## config.mk

```make
export PLATFORM = sky130hd
export DESIGN_NAME = transmit_parity_tx
export DESIGN_NICKNAME = d
export VERILOG_FILES = /design/src/rtl/transmit_parity_tx.sv
export SDC_FILE = /design/constraint.sdc
export NUM_CORES = 1
export LEC_CHECK = 0
export ABC_AREA = 0
export CORE_MARGIN = 8
export CORE_UTILIZATION = 45
export DETAILED_ROUTE_END_ITERATION = 6
export PLACE_DENSITY = 0.66
export SYNTH_ARGS = -nofsm -noshare
export SYNTH_HDL_FRONTEND = slang
export SYNTH_SLANG_ARGS = --single-unit
```

## constraint.sdc

```tcl
create_clock -name clk -period 2.8 [get_ports clk]
set_input_delay 0.7 -clock clk [delete_from_list [all_inputs] [get_ports clk]]
set_output_delay 0.7 -clock clk [all_outputs]
set_load 0.02 [all_outputs]
```

## src/rtl/transmit_parity_tx.sv

```systemverilog
// transmit_parity_tx: even-parity word transmitter with FIFO buffering and paced output
//
// Ports:
//   clk            system clock, rising edge
//   rst_n          asynchronous active-low reset
//   in_data_i      9-bit payload to transmit
//   in_valid_i     in_data_i is presented
//   in_ready_o     FIFO can accept (combinational, = !full)
//   data_out_o     registered {parity, payload}; holds the last emitted word
//   tx_strobe_o    registered one-cycle pulse when data_out_o takes a new word
//   fifo_count_o   number of buffered words
//   err_inject_i   present only when PARITY_INJECT_EN is defined; arms inversion
//                  of the parity bit of the next emitted word
//
// Configuration macro: PARITY_INJECT_EN (undefined by default, parity always correct).
module transmit_parity_tx #(
    parameter int DEPTH = 4,
    parameter int GAP   = 0
) (
    input  logic                       clk,
    input  logic                       rst_n,
    input  logic [8:0]                 in_data_i,
    input  logic                       in_valid_i,
    output logic                       in_ready_o,
    output logic [9:0]                 data_out_o,
    output logic                       tx_strobe_o,
    output logic [$clog2(DEPTH):0]     fifo_count_o
`ifdef PARITY_INJECT_EN
    ,
    input  logic                       err_inject_i
`endif
);
    localparam int AW = $clog2(DEPTH);

    typedef enum logic {IDLE, PAUSE} state_t;

    state_t        state_q, state_d;
    logic [8:0]    mem_q [DEPTH];
    logic [AW-1:0] wr_ptr_q, rd_ptr_q;
    logic [AW:0]   count_q, count_d;
    logic [7:0]    gap_q, gap_d;
    logic [9:0]    data_q, data_d;
    logic          strobe_q;
    logic          push, pop, flip;
    logic [8:0]    head;

    // Full blocks pushes even when a pop happens on the same edge.
    assign in_ready_o   = count_q != (AW+1)'(DEPTH);
    assign push         = in_valid_i && in_ready_o;
    assign pop          = (state_q == IDLE) && (count_q != '0);
    assign head         = mem_q[rd_ptr_q];
    assign data_out_o   = data_q;
    assign tx_strobe_o  = strobe_q;
    assign fifo_count_o = count_q;

`ifdef PARITY_INJECT_EN
    logic arm_q;

    // A request on the popping edge itself corrupts that word; the arm clears on any pop.
    assign flip = arm_q || err_inject_i;

    always_ff @(posedge clk or negedge rst_n) begin
        if (!rst_n) arm_q <= 1'b0;
        else        arm_q <= pop ? 1'b0 : flip;
    end
`else
    assign flip = 1'b0;
`endif

    always_comb begin
        state_d = state_q;
        gap_d   = gap_q;
        count_d = count_q + (AW+1)'(push) - (AW+1)'(pop);
        data_d  = pop ? {^head ^ flip, head} : data_q;
        if (state_q == IDLE) begin
            if (pop && GAP != 0) begin
                state_d = PAUSE;
                gap_d   = 8'(GAP);
            end
        end else begin
            gap_d   = gap_q - 8'd1;
            state_d = (gap_q == 8'd1) ? IDLE : PAUSE;
        end
    end

    always_ff @(posedge clk) begin
        if (push) mem_q[wr_ptr_q] <= in_data_i;
    end

    always_ff @(posedge clk or negedge rst_n) begin
        if (!rst_n) begin
            state_q  <= IDLE;
            gap_q    <= '0;
            count_q  <= '0;
            data_q   <= '0;
            strobe_q <= 1'b0;
            wr_ptr_q <= '0;
            rd_ptr_q <= '0;
        end else begin
            state_q  <= state_d;
            gap_q    <= gap_d;
            count_q  <= count_d;
            data_q   <= data_d;
            strobe_q <= pop;
            if (push) wr_ptr_q <= wr_ptr_q + AW'(1);
            if (pop)  rd_ptr_q <= rd_ptr_q + AW'(1);
        end
    end
endmodule

```

# == Yosys cells after proc, flatten, opt, wreduce, memory -nomap -nowiden ==
# Memories as Yosys holds them, arrays and structs flattened.
# Index checks and enable logic that the tools add are counted.
# word_totals
word_cells,24
register_bits,27
ram_bits,36
latchBits,0
mem_bits_ro,0
input_bits,12
output_inout_bits,15
memories,1
# op_classes
div,0
n_mux,4
bitwise_logic,1
n_addsub,5
magnitude_cmp,0
n_reduce_logical,4
eq_ne,2
n_mul,0
n_shift,0
# mem_list
name,words,word_bits,rd,rd_ports_with_merged_regs,wr,line,rtl
mem_q,4,9,1,0,1,38,logic [8:0] mem_q [DEPTH];
# ops
op,count
$reduce_xor 9->1,1
$eq 8x1->1 const B,1
$sub 8x1->8 const B,1
$add 2x1->2 const B,2
$mux 1,4
$add 3x1->3,1
$ne 3x3->1 const B,1
$reduce_bool 3->1,1
$sub 3x1->3,1
$logic_and 1x1->1,2
$not 1->1,1

# == Logic depth before layout (Yosys ltp) ==
# Gate-level depths: netlist of run 1.
# depth
depth_word,4
mapped_depth,11
depth_no_buf,11

# == Least setup slack after synthesis of run 1 ==
# Ideal clock, no wire load.
# synth_path
path_kind,register to register
start,"register count_q[1], in the netlist fifo_count_o[1]"
end,"register count_q[2], in the netlist fifo_count_o[2]"
arrival_ps,2332
stages_incl_launch_ff,11
n_path_buf,1
setup_slack_ps,337
setup_time_ps,131
cell_sequence,dfrtp_1 nor3_1 nor2_1 clkbuf_1 ha_1 inv_1 ha_1 inv_1 fa_1 xnor2_1 xnor2_1
# synth_via
word_cells_on_any_way,6
cone_classes,add/sub (2); eq/ne (1); reduce/logical (3)
# synth_rtl
element,line,rtl
from (decl),40,"logic [AW:0] count_q, count_d;"
from (signal assigned),102,count_q <= count_d;
$reduce_bool 3->1,50,assign pop = (state_q == IDLE) && (count_q != '0);
$logic_and 1x1->1,50,
via pop,44,"logic push, pop, flip;"
$sub 3x1->3,73,count_d = count_q + (AW+1)'(push) - (AW+1)'(pop);
via count_d[2],40,
# The timed path passes the listed nets, and every way through them passes these cells.
# A chain may end at the register's enable or synchronous reset.

# == Worst setup path in the final report of run 1 ==
# layout_path
start,register rd_ptr_q[0]
end,"register data_q[9], in the netlist data_out_o[9]"
# layout_via
elab_chain_cells,2
# layout_rtl
element,line,rtl
from (decl),39,"logic [AW-1:0] wr_ptr_q, rd_ptr_q;"
from (signal assigned),106,if (pop) rd_ptr_q <= rd_ptr_q + AW'(1);
$mem_v2 4x9,--,
$reduce_xor 9->1,74,"data_d = pop ? {^head ^ flip, head} : data_q;"
to (signal assigned),103,data_q <= data_d;
to (decl),42,"logic [9:0] data_q, data_d;"
# Every way passes these cells.

==> flow_summary.yaml, run 1 <==
route:
  drc_errors: 0
  wire_per_inst_um: 16.2
  ant_nets: 0
  vias_per_cell: 4.94
  wl_um: 4210
  via_count: 1284
  drtIter0Drc: 35
  drt_first_pass_iters: 4
yosys:
  synth_cells: 146
  synth.distinct_cells: 25
  yosysTopAreaCell: "edfxtp_1"
  synth_warnings: 0
  yosysMostFrequentCell: "edfxtp_1"
  postSynthAreaPerCell_um2: 17.6
  synth_fp_nets: 167
  async_flop_share_pct: 42.9
  synth_compound_area_share_pct: 0.631
  synth-adder-area-share_pct: 4.66
  synth_xor_area_share_pct: 7.29
  synth_edf_count: 36
  synth_top_area_share_pct: 42.0
  synth_top_family_by_area: "multiplexers"
  synth_area_leaders: "edfxtp_1, dfrtp_1, mux4_1"
  synth_seq_cells: 63
  synth_commonest_cells: "edfxtp_1, dfrtp_1, xnor2_1"
  seq_area_frac_synth_pct: 68.2
  syn_area_mm2: 0.00258
  synthSimpleGateAreaFrac_pct: 4.03
  synth_mux_area_share_pct: 13.1
  ys.flop_type: "edfxtp_1"
pwr:
  p_leak_nw: 1.24
  p_per_area_mw_per_mm2: 1140
  peakVddDrop_v: 0.000603
sta:
  finalHoldViolations: 0
  max_slew_margin_pct: 62.6
  drv_slew: 0
  fmax_ghz: 0.407
  skew_ns: 0.00665
  fin_crit_sh_pct: 87.8
  rsz0062_at_grt: "no"
  fin_setup_tns_ns: 0
  finalSetupViolations: 0
  finalCriticalPeriod_ns: 2.46
  worst_pin_slew_ns: 0.556
cts:
  clock_sinks: 63
  cts-root-buf: "clkbuf_8"
  tritoncts: "yes"
  post_cts_buffers: 0
  cts.clk_slew.worst_paths_ns: 0.06
  holdBufCountCts: 0
  htreeDepth: 3
  clock_latency_ns: 0.33
  clk_path_buf_depth: 2
  tritoncts.num_buffers: 9
  ctsResizeCount: 0
placement:
  gp_congestion: 0.660
  port_buffers: 26
  dpl-instance-area_mm2: 0.00293
  dp_hpwl_um: 2990
critical_path:
  path_class: "reg -> reg"
  cp_max_fo: 11
  cp_data_required_time_ns: 3.01
  endpoint_kind: "flip-flop"
  arrival_ns: 2.67
  crit_path_start_kind: "flip-flop"
global_routing:
  grt_pass1_wl_um: 7160
  antenna_found_initial: 0
  grt_usage_pct: 11.1
  grt_start_max_net_pins: 28
  overflow: 0
  grt_pass1_vias: 1502
die:
  die_height_um: 91.7
  coreArea_mm2: 0.00551
  ios: 27
  num_rows: 27
  start_util_pct: 46.8
  dieWidth_um: 91.7
  die-area_mm2: 0.00840
cells_and_area:
  post-route-util_pct: 56.5
  fillers: 431
  fin_nets: 204
  stdcell_area_mm2: 0.00311
  drive_gt1_share_pct: 16.0
  syn_to_final_growth_pct: 20.7
  diodes: 0
worst_hold_path:
  hp-class: "reg -> reg"
run_status:
  status: "completed"
job:
  cap_violations: 0
==> metrics by stage <==
step | total power (W) | setup WS, ns | hold WS (ns) | std cells
after floorplan | 0.00242 | 0.337 | 0.404 | 146
after global placement | 0.00280 | 0.159 | 0.458 | 244
after detailed placement | 0.00287 | 0.0458 | 0.468 | 244
after CTS | 0.00360 | 0.288 | 0.478 | 260
after global routing | 0.00376 | 0.175 | 0.505 | 260
final | 0.00353 | 0.341 | 0.473 | 260
==> final cells by class <==
cell class	instances	area, um2	area share (%)
clock buffer	11	131	4.23
clock inverter	5	48.8	1.57
inverter	9	33.8	1.09
multi-input combinational	71	766	24.6
sequential	63	1760	56.5
tap	72	90.1	2.90
timing repair buffer	29	283	9.09
==> registers in the layout, indices dropped and copies added, names as in the netlist <==
signal and cells:
mem_q 36, fifo_count_o 3, data_out_o 10, tx_strobe_o 1, wr_ptr_q 2, state_q 1
gap_q 8, rd_ptr_q 2
==> cells by family after synthesis <==
group                      Yosys count
DFF                                 63
and+or+nand+nor                     21
xor gates and xnor gates            19
muxes                               19
buffers and inverters               12
adders and majority gates            9
AOI/OAI and AO/OA                    3
==> routing by layer <==
layer / up-vias / global-route usage, % / routed length (um)
li1: 611 / - / -
met1: 641 / 12.2 / 1760
met2: 23 / 18.2 / 2190
met3: 9 / 3.75 / 178
met4: 0 / 6.96 / 80
met5: - / 0 / 0
==> critical path: stages (launching register included) <==
cell	delay (ns)
dfrtp_1	0.69
mux4_1	0.67
xnor2_1	0.17
xnor3_1	0.41
xnor2_1	0.13
mux2_2	0.26
==> path summary, 6_finish.rpt <==
kind                              from               to  slack [ns]  depth (start not counted)
max in group asynchronous        rst_n  fifo_count_o[0]        1.80                          2
min in group asynchronous        rst_n         gap_q[4]        0.74                          2
hold / removal                gap_q[6]         gap_q[6]        0.47                          1
hold reg to reg               gap_q[6]         gap_q[6]        0.47                          1
setup reg to reg           rd_ptr_q[0]    data_out_o[9]        0.34                          5
setup / recovery           rd_ptr_q[0]    data_out_o[9]        0.34                          5
==> cells in the final DEF, fill, tap and decap left out <==
master,n
edfxtp_1,36
dfrtp_1,27
clkdlybuf4s50_1,26
xnor2_1,11
mux2_2,10
inv_1,9
clkbuf_8,9
ha_1,8
nand2_1,6
xor2_1,6
mux4_1,6
nor2_1,5
and3_1,4
mux4_2,3
clkinv_2,3
buf_4,3
nor3_1,2
nor4_1,2
clkbuf_1,2
and2_1,1
a31oi_1,1
a21oi_1,1
nor4b_1,1
o21ai_0,1
xnor2_2,1
xnor3_1,1
fa_1,1
clkinv_1,1
bufinv_16,1
==> power breakdown <==
| group | leakage [nW] | internal (W) | switching [W] |
|---|---|---|---|
| Clock | 0.0945 | 0.000404 | 0.000316 |
| Combinational | 0.481 | 0.000794 | 0.000603 |
| Sequential | 0.664 | 0.00125 | 0.000165 |
| Total | 1.24 | 0.00245 | 0.00108 |
No activity file was read; power rests on OpenSTA's default activity.
==> inputs of run 2 (changes only) <==
- CORE_UTILIZATION: 45 -> 55
- PLACE_DENSITY: 0.66 -> 0.78
- SKIP_CTS_REPAIR_TIMING: not set -> 1
==> run 2 against run 1 <==
- core utilization up 10 points
- cell area down 1.1%
- clock skew up 0.0024 ns
- flip-flop and latch count unchanged
- clock power down 11%
- total power down 1.2%
- register-to-register slack better by 0.07 ns
- worst hold slack better by 0.0020 ns
- setup slack better by 0.024 ns
- clock-buffer cell count up 4
- final cell count down 6.5%
==> flow_summary.yaml, run 2 (same netlist as run 1, synthesis figures left out) <==
run_status:
  status: "completed"
sta:
  finalCriticalPeriod_ns: 2.44
  fin_setup_tns_ns: 0
  drv_slew: 0
  fin_ws_ns: 0.365
  worst_pin_slew_ns: 0.654
  finalSetupViolations: 0
  fmax_ghz: 0.411
  finalHoldViolations: 0
  fin_crit_sh_pct: 87.0
  fin_hold_ws_ns: 0.475
  rsz0062_at_grt: "no"
  max_slew_margin_pct: 56.0
  skew_ns: 0.00902
route:
  drc_errors: 0
  drt_first_pass_iters: 4
  vias_per_cell: 5.37
  drtIter0Drc: 58
  wl_um: 4210
  via_count: 1306
  ant_nets: 0
  wire_per_inst_um: 17.3
cells_and_area:
  final_cell_mix: "edfxtp_1, dfrtp_1, clkdlybuf4s50_1, xnor2_1"
  layout_commonest_cell: "edfxtp_1"
  fillers: 328
  stdcell_area_mm2: 0.00308
  drive_gt1_share_pct: 15.3
  diodes: 0
  fin_nets: 205
  top_register: "mem_q"
  final_cells: 243
  syn_to_final_growth_pct: 19.4
  largest_reg_flops: 36
pwr:
  p_leak_nw: 1.23
  p_per_area_mw_per_mm2: 1130
  peakVddDrop_v: 0.000521
worst_hold_path:
  min_to: "gap_q[7]"
  hp-class: "reg -> reg"
  hp-start: "gap_q[7]"
  whs_path_depth: 1
die:
  num_rows: 25
  dieWidth_um: 84.4
  start_util_pct: 55.6
  die_height_um: 84.4
  ios: 27
  coreArea_mm2: 0.00463
  die-area_mm2: 0.00713
placement:
  post-place-ws_ns: 0.0171
  dp_hpwl_um: 2960
  place_inst: 227
  gp_congestion: 0.713
  port_buffers: 26
  dpl-instance-area_mm2: 0.00291
critical_path:
  rr_worst_depth: 5
  crit_path_start_kind: "primary input"
  crit_path_frequent_cell: "inv_1"
  reg2reg_slack_ns: 0.41
  r2r-end: "data_out_o[9]"
  path_class: "in -> reg"
  path_cells: "clkdlybuf4s50_1 > and2_1 > inv_1 > ha_1 > inv_1 > ha_1 > inv_1 > fa_1 > xnor2_1 > xnor2_1"
  critPathMaxStageDelay_ns: 0.51
  timing.rr.start: "rd_ptr_q[0]"
  cp_max_fo: 5
  cp_slowest_cell: "clkdlybuf4s50_1"
  critical_path.top_delay_family: "adder cells"
  arrival_ns: 2.68
  worst-path-buf-inv: 4
  cp_data_required_time_ns: 3.05
  endpoint_kind: "flip-flop"
cts:
  cts-root-buf: "clkbuf_8"
  clock_sinks: 63
  tritoncts: "yes"
  cts.clk_slew.worst_paths_ns: 0.06
  htreeDepth: 3
  tritoncts.num_buffers: 9
  clock_latency_ns: 0.32
  clk_path_buf_depth: 2
global_routing:
  antenna_found_initial: 0
  overflow: 0
  grt_start_max_net_pins: 28
  grt_usage_pct: 13.3
  grt_pass1_vias: 1420
  grt_pass1_wl_um: 7130
job:
  cap_violations: 0
run 2: cell types whose count changed in the layout (fill, tap and decap cells not counted), sizes merged:
cell	delta
clkbuf	+4
clkinv	-3
buf	+1
bufinv	-1
run 2: through the flow:
step / power (W) / util [%]
after floorplan: 0.00242 / -
after global placement: 0.00282 / 62.9
after detailed placement: 0.00289 / 62.9
after CTS: 0.00354 / 66.4
after global routing: 0.00370 / 66.4
final: 0.00349 / 66.4
run 2: layout make-up:
class | count | area (um2) | area share [%]
clock buffer | 15 | 156 | 5.09
clock inverter | 1 | 5.00 | 0.163
inverter | 9 | 33.8 | 1.10
multi-input combinational | 71 | 766 | 24.9
sequential | 63 | 1760 | 57.1
tap | 54 | 67.6 | 2.20
timing repair buffer | 30 | 290 | 9.44
run 2: layer usage:
| metal | global-route usage (%) | routed length (um) | vias to the layer above |
|---|---|---|---|
| met4 | 8.09 | 35 | 0 |
| met5 | 0 | 0 | - |
| met3 | 4.00 | 146 | 4 |
| met2 | 22.7 | 2320 | 19 |
| li1 | - | - | 611 |
| met1 | 14.3 | 1710 | 672 |
run 2: report_power, final:
part	total, W	switching, W	internal [W]
clock network	0.000644	0.000298	0.000346
registers	0.00141	0.000163	0.00125
logic	0.00143	0.000628	0.000804
total	0.00349	0.00109	0.00240
run 2: worst max-delay path by stage:
| stage | from | end | depth (start not counted) |
|---|---|---|---|
| floorplan | fifo_count_o[1] | fifo_count_o[2] | 10 |
| global placement | in_valid_i | fifo_count_o[2] | 10 |
| detailed placement | in_valid_i | fifo_count_o[2] | 10 |
| CTS | in_valid_i | fifo_count_o[2] | 10 |
| global route | rd_ptr_q[0] | data_out_o[9] | 5 |
| finish | in_valid_i | fifo_count_o[2] | 10 |
==> inputs of run 3 (changes only) <==
- ABC_CLOCK_PERIOD_IN_PS: not set -> 2800
- CTS_CLUSTER_SIZE: not set -> 40
- GPL_TIMING_DRIVEN: not set -> 1
==> results of run 3 <==
The final DEF is identical to that of run 2; final timing and power are the same.
